===== config.mk =====
export PLATFORM = sky130hd
export DESIGN_NAME = hazard_ctrl
export DESIGN_NICKNAME = d
export VERILOG_FILES = /design/src/rtl/hazard_ctrl.sv
export SDC_FILE = /design/constraint.sdc
export NUM_CORES = 1
export LEC_CHECK = 0
export ABC_AREA = 1
export CORE_MARGIN = 4
export CORE_UTILIZATION = 55
export CTS_BUF_LIST = sky130_fd_sc_hd__clkbuf_2
export DETAILED_ROUTE_END_ITERATION = 16
export GPL_TIMING_DRIVEN = 1
export PLACE_DENSITY = 0.95
export SLEW_MARGIN = 30
export SYNTH_ARGS = -nofsm -noshare
export SYNTH_HDL_FRONTEND = slang
export SYNTH_SLANG_ARGS = --single-unit

===== constraint.sdc =====
create_clock -name clk -period 7.8 [get_ports clk]
set_clock_uncertainty 0.15 [all_clocks]
set_input_delay 1.56 -clock clk [delete_from_list [all_inputs] [get_ports clk]]
set_output_delay 1.56 -clock clk [all_outputs]
set_load 0.01 [all_outputs]

===== src/rtl/hazard_ctrl.sv =====
// hazard_ctrl: pipeline hazard unit (forwarding, load-use stall, memory hold, timeout).
module hazard_ctrl (
    input  logic        clk,
    input  logic        clr,
    input  logic        id_valid,
    input  logic [4:0]  id_rs,
    input  logic [4:0]  id_rt,
    input  logic        id_use_rs,
    input  logic        id_use_rt,
    input  logic [4:0]  id_rn,
    input  logic        id_wreg,
    input  logic        id_m2reg,
    input  logic        mem_ready,
    output logic        pc_we,
    output logic        if_id_we,
    output logic        pipe_we,
    output logic        id_exe_bubble,
    output logic [1:0]  fwda,
    output logic [1:0]  fwdb,
    output logic [15:0] stall_cnt,
    output logic [15:0] hold_cnt,
    output logic        err,
    output logic [1:0]  state
);
    typedef enum logic [1:0] {RUN = 2'b00, STALL = 2'b01, HOLD = 2'b10} state_t;
    logic [4:0]  exe_rn_q, exe_rn_d, mem_rn_q, mem_rn_d;
    logic        exe_wreg_q, exe_wreg_d, exe_m2reg_q, exe_m2reg_d;
    logic        mem_wreg_q, mem_wreg_d, mem_m2reg_q, mem_m2reg_d;
    logic [15:0] stall_cnt_q, stall_cnt_d, hold_cnt_q, hold_cnt_d;
    logic [4:0]  consec_q, consec_d;
    logic        err_q, err_d;
    state_t      state_q, state_d;
    logic        hazard, hold, stall;

    // Nearest producer wins; register 0 is hardwired and never forwarded.
    function automatic logic [1:0] fwd_sel(
        input logic [4:0] r,
        input logic [4:0] e_rn, input logic e_wr, input logic e_ld,
        input logic [4:0] m_rn, input logic m_wr, input logic m_ld
    );
        return (r == 5'd0) ? 2'b00 :
               (e_wr && !e_ld && e_rn == r) ? 2'b01 :
               (m_wr && m_rn == r) ? {1'b1, m_ld} : 2'b00;
    endfunction

    // A load in EXE cannot supply data to an ID reader this cycle.
    assign hazard = id_valid && exe_wreg_q && exe_m2reg_q && exe_rn_q != 5'd0 &&
                    ((id_use_rs && id_rs == exe_rn_q) || (id_use_rt && id_rt == exe_rn_q));
    // Reset forces the empty-pipe view; a stalled memory outranks load-use.
    assign hold  = !clr && !mem_ready;
    assign stall = !clr && mem_ready && hazard;

    assign pc_we         = !hold && !stall;
    assign if_id_we      = !hold && !stall;
    assign pipe_we       = !hold;
    assign id_exe_bubble = stall;
    assign fwda = fwd_sel(id_rs, exe_rn_q, exe_wreg_q, exe_m2reg_q, mem_rn_q, mem_wreg_q, mem_m2reg_q);
    assign fwdb = fwd_sel(id_rt, exe_rn_q, exe_wreg_q, exe_m2reg_q, mem_rn_q, mem_wreg_q, mem_m2reg_q);
    assign stall_cnt = stall_cnt_q;
    assign hold_cnt  = hold_cnt_q;
    assign err       = err_q;
    assign state     = state_q;

    // Next shadow, counters and recorded action for the coming edge.
    always_comb begin
        exe_rn_d    = hold ? exe_rn_q : stall ? 5'd0 : id_rn;
        exe_wreg_d  = hold ? exe_wreg_q : stall ? 1'b0 : id_wreg && id_valid;
        exe_m2reg_d = hold ? exe_m2reg_q : stall ? 1'b0 : id_m2reg && id_valid;
        mem_rn_d    = hold ? mem_rn_q : exe_rn_q;
        mem_wreg_d  = hold ? mem_wreg_q : exe_wreg_q;
        mem_m2reg_d = hold ? mem_m2reg_q : exe_m2reg_q;
        stall_cnt_d = stall_cnt_q + {15'd0, stall && stall_cnt_q != 16'hFFFF};
        hold_cnt_d  = hold_cnt_q + {15'd0, hold && hold_cnt_q != 16'hFFFF};
        consec_d    = hold ? consec_q + {4'd0, !consec_q[4]} : 5'd0;
        err_d       = err_q || consec_d[4];
        state_d     = hold ? HOLD : stall ? STALL : RUN;
    end

    // State update; clr wipes any in-flight hold or stall immediately.
    always_ff @(posedge clk or posedge clr) begin
        if (clr) begin
            exe_rn_q    <= 5'd0;
            exe_wreg_q  <= 1'b0;
            exe_m2reg_q <= 1'b0;
            mem_rn_q    <= 5'd0;
            mem_wreg_q  <= 1'b0;
            mem_m2reg_q <= 1'b0;
            stall_cnt_q <= 16'd0;
            hold_cnt_q  <= 16'd0;
            consec_q    <= 5'd0;
            err_q       <= 1'b0;
            state_q     <= RUN;
        end else begin
            exe_rn_q    <= exe_rn_d;
            exe_wreg_q  <= exe_wreg_d;
            exe_m2reg_q <= exe_m2reg_d;
            mem_rn_q    <= mem_rn_d;
            mem_wreg_q  <= mem_wreg_d;
            mem_m2reg_q <= mem_m2reg_d;
            stall_cnt_q <= stall_cnt_d;
            hold_cnt_q  <= hold_cnt_d;
            consec_q    <= consec_d;
            err_q       <= err_d;
            state_q     <= state_d;
        end
    end
endmodule


[Word level (Yosys, flattened, before mapping)]
Cells that the tools add are included.
Widths: inputs -> output; s select.
Storage, ports and cells
  output and inout bits: 43
  flip-flop bits (word level): 54
  memory bits (read-only): 0
  latch bits: 0
  memories: 0
  word-level logic and storage cells: 64
  memory bits (writable): 0
  bits of input ports: 23
Operators by class
  equal/unequal tests: 8
  bitwise logic cells: 0
  $mul: 0
  order comparisons: 0
  reductions and logical operators: 30
  add/subtract/negate cells: 3
  muxes and demuxes: 12
  shifts and indexed selects: 0
  div/mod/pow operators: 0
Operators with widths (number)
  $add 16x1->16: 2
  $ne 16x16->1 const B: 2
  $eq 5x5->1: 6
  $logic_and 1x1->1: 19
  $mux 2: 7
  $logic_not 5->1: 2
  $mux 5: 2
  $logic_not 1->1: 6
  $add 5x1->5: 1
  $reduce_bool 5->1: 1
  $mux 1: 3
  $logic_or 1x1->1: 2

[Depth between registers and ports, before layout]
  depth after elaboration: 7
  gate-level depth with buffers: 15
  gate-level depth less buffers: 15

[Least setup slack after synthesis]
OpenSTA, ideal clock, no wires.
  kind: input to output
  start: in clr
  end: out pc_we
  cell stages on the path: 7
  data required time: 6090 ps
  buffers on the path: 1
  arrival: 3460 ps
  path slack: 2630 ps
  path through: inv_1 -> nand4_1 -> inv_1 -> nand2_2 -> inv_1 -> nor2_1 -> buf_4
Between the ends
  longest elaborated chain between the ends: 5
  elaborated cells on any way between the ends: 7
  classes of those cells: 7 x reduce/logical
Ends and longest elaborated chain
  start, declared: RTL line 4  | input logic clr,
  $logic_not 1->1 (no line)
  $logic_and 1x1->1 (2 in series): RTL line 51  | assign stall = !clr && mem_ready && hazard;
  net id_exe_bubble: RTL line 17  | output logic id_exe_bubble,
  $logic_not 1->1
  $logic_and 1x1->1
  end, declared: RTL line 14  | output logic pc_we,
The timed path passes the listed nets, and every way through them passes these cells.

[Worst setup path after layout]
  start: in clr
  end: out pc_we
Between the ends
  longest elaborated chain between the ends: 5
  elaborated cells on any way between the ends: 7
  classes of those cells: 7 x reduce/logical
Ends and longest elaborated chain
  $logic_not 1->1 (no line) (*)
  $logic_and 1x1->1 (2 in series): RTL line 51
  $logic_not 1->1: RTL line 53  | assign pc_we = !hold && !stall;
  $logic_and 1x1->1 (*): RTL line 53
Every way passes the cells marked *; elsewhere a longest branch is shown, timed or not.

==> results.py <==
metrics = {
    "synth": {
        "synth_top_area_share_pct": 49.32,
        "synth_top_flop_cell": "dfrtp_1",
        "synth_cell_types": 26,
        "avgSynthCellArea_um2": 8.644,
        "ys_ff_latch": 54,
        "synth-async-reset-ratio_pct": 100.0,
        "ys_seq_area_share_pct": 49.32,
        "synth_edf_count": 0,
        "ys_warn_count": 0,
        "syn_nets": 347,
        "synth.area.top_cells": "dfrtp_1 49%, nand2_1 10%, xor2_1 6.4%",
        "synthCells": 317,
        "synth.largest_area_cell": "dfrtp_1",
        "synthesis.area_um2": 2740,
    },
    "critical_path": {
        "path_buf_inv": 6,
        "worstSetupStartpointType": "input port",
        "end_kind": "output pin",
        "critical_path_class": "input port to output pin",
        "crit_start": "clr",
        "slowest_stage": "buf_4",
        "r2r_start": "exe_rn_q[0]$_DFFE_PP0N_",
        "worstPathMaxFanout": 55,
        "path_delay_family": "buffers and inverters",
        "cp.arrival_ns": 3.68,
        "worstPathRequired_ns": 6.09,
        "cp_cell_sequence": "clkdlybuf4s50_1 -> inv_2 -> buf_4 -> nand4_1 -> inv_1 -> nand2_2 -> inv_1 -> nor2_1 -> clkdlybuf4s50_1",
        "slowest_delay_ns": 0.53,
    },
    "sta": {
        "fmax_mhz": 185.4,
        "hold_viol_final": 0,
        "maxSlewHeadroom_pct": 56.03,
        "slew_violations": 0,
        "post-route-period-util_pct": 69.15,
        "fin_setup_tns_ns": 0,
        "tightest_slew_ns": 0.6596,
        "fin_crit_ns": 5.394,
        "rsz0062_at_grt": "no",
        "layout_setup_ws_ns": 2.406,
        "finalSetupViolCount": 0,
    },
    "die": {
        "core_area_um2": 4786,
        "die_w_um": 78.59,
        "dieHeight_um": 78.59,
        "boundaryPins": 66,
        "rows": 25,
        "start_util_pct": 57.25,
        "die_area_um2": 6176,
    },
    "global_routing": {
        "track_usage_pct": 22.51,
        "grt_pass1_vias": 2405,
        "antenna_found_initial": 0,
        "grt_pass1_wl_um": 11050,
        "grt_overflow": 0,
        "grt_max_degree": 56,
    },
    "placed_design": {
        "io_buffer_count": 65,
        "gp_congestion": 0.8707,
        "dp_hpwl_um": 4885,
        "pre_cts_ws_ns": 2.371,
        "dpl.cell_count": 447,
        "placed_area_um2": 3471,
    },
    "power": {
        "leakagePower_nw": 1.713,
        "total_power_mw": 0.5401,
        "p_per_area_nw_per_um2": 154.1,
        "ir_drop_uv": 163.5,
    },
    "drt": {
        "routed_wl_um": 6305,
        "firstDrtPassIters": 4,
        "drt_iter0_drc": 130,
        "wire_per_inst_um": 13.89,
        "num_vias": 2332,
        "viasPerCell": 5.137,
        "drcViolationCount": 0,
        "ant_nets": 0,
    },
    "clock_network": {
        "cts-root-buf": "clkbuf_2",
        "htreeDepth": 2,
        "clk_transition_reported_paths_ns": 0.24,
        "clk_latency_ns": 0.43,
        "cts_tree": "built",
        "ctsResizeCount": 0,
        "hold_buffers": 0,
        "cts_sinks": 54,
        "clk_path_buf_depth": 2,
        "cts_inserted_buffers": 5,
        "cts_setup_buffers": 0,
    },
    "finish": {
        "drive_gt1_share_pct": 5.426,
        "fill_cells": 358,
        "diodes": 0,
        "synthToLayoutAreaGrowth_pct": 27.95,
        "fin_area_um2": 3506,
        "final_cells": 454,
        "fin_nets": 417,
    },
    "hold_path": {
        "holdCritPathClass": "register to register",
        "worstHoldStart": "err$_DFF_PP0_",
    },
    "outcome": {
        "status": "finished, final reports clean",
    },
    "flow_run": {
        "maxCapViolCount": 0,
    },
}
cell usage after synthesis, drive strengths merged (4+ instances only):
cell and instances:
dfrtp 54, xnor2 14, a21oi 4, ha 7, o22ai 4, nand3 21
nand2 75, xor2 20, nor3 11, inv 41, nand4 10, o21ai 12
nor2 32
layer usage:
layer  global-route usage [%]  vias to the layer above  wire length (um)
li1                         -                     1154                 -
met3                    5.505                        7               304
met4                    5.070                        0                63
met2                    38.54                       57              3163
met1                    28.84                     1114              2774
met5                        0                        -                 0
logic make-up after synthesis:
group | after synthesis | synth area share (%)
AO/OA/AOI/OAI | 23 | 4.566
XOR/XNOR | 34 | 10.87
adder cells (fa/ha/maj) | 7 | 3.196
buffers and inverters | 45 | 6.302
flip-flops | 54 | 49.32
AND/OR/NAND/NOR | 154 | 25.75
through the flow:
| stage | hold WS (ns) | utilization (%) |
|---|---|---|
| after global placement | 0.3061 | 72.52 |
| after global routing | 0.3821 | 73.25 |
| after CTS | 0.3625 | 73.25 |
| after detailed placement | 0.3157 | 72.52 |
| final | 0.3546 | 73.25 |
| after floorplan | 0.3030 | - |
registers in the layout, summed over array words and instances (netlist names):
| signal | flops |
|---|---|
| stall_cnt | 16 |
| state | 2 |
| err | 1 |
| exe_rn_q | 5 |
| exe_wreg_q | 1 |
| mem_wreg_q | 1 |
| hold_cnt | 16 |
| mem_rn_q | 5 |
| mem_m2reg_q | 1 |
| consec_q | 5 |
| exe_m2reg_q | 1 |
cell usage in the layout, fill, tap and decap left out, types with 7 or more instances in the layout:
cell type,instances
clkdlybuf4s50_1,65
nand3_1,19
nand4_1,10
dfrtp_1,54
xor2_1,20
nor3_1,10
ha_1,7
nor2_1,28
o21ai_0,12
xnor2_1,14
inv_1,40
nand2_1,73
worst register-to-register path, delay by kind of cell, from the launching register on:
family,cells,cell delay [ns]
flip-flops,1,0.48
buffers and inverters,1,0.09
AND/OR/NAND/NOR,10,1.19
XOR/XNOR,1,0.15
adder cells (fa/ha/maj),2,0.45
final timing paths:
check / to / slack (ns) / cells after the start
setup / recovery: pc_we / 2.41 / 9
hold / removal: err$_DFF_PP0_ / 0.35 / 1
setup reg to reg: stall_cnt[12]$_DFF_PP0_ / 5.18 / 14
hold reg to reg: err$_DFF_PP0_ / 0.35 / 1
max in group asynchronous: stall_cnt[4]$_DFF_PP0_ / 5.58 / 3
min in group asynchronous: exe_m2reg_q$_DFFE_PP0N_ / 1.47 / 3
cell type report:
type	instances	area [um^2]	area share (%)
multi-input cells	218	1216	34.69
clock inverters	2	10.01	0.2855
well taps	67	83.83	2.391
repair buffers	67	665.6	18.99
inverters	41	153.9	4.390
clock buffers	5	25.02	0.7138
flip-flops and latches	54	1351	38.54
where the power goes:
| group | internal (mW) | switching (mW) |
|---|---|---|
| sequential | 0.302 | 0.0272 |
| combinational | 0.0571 | 0.0542 |
| clock | 0.0194 | 0.0802 |
No activity file was read; power rests on OpenSTA's default activity.
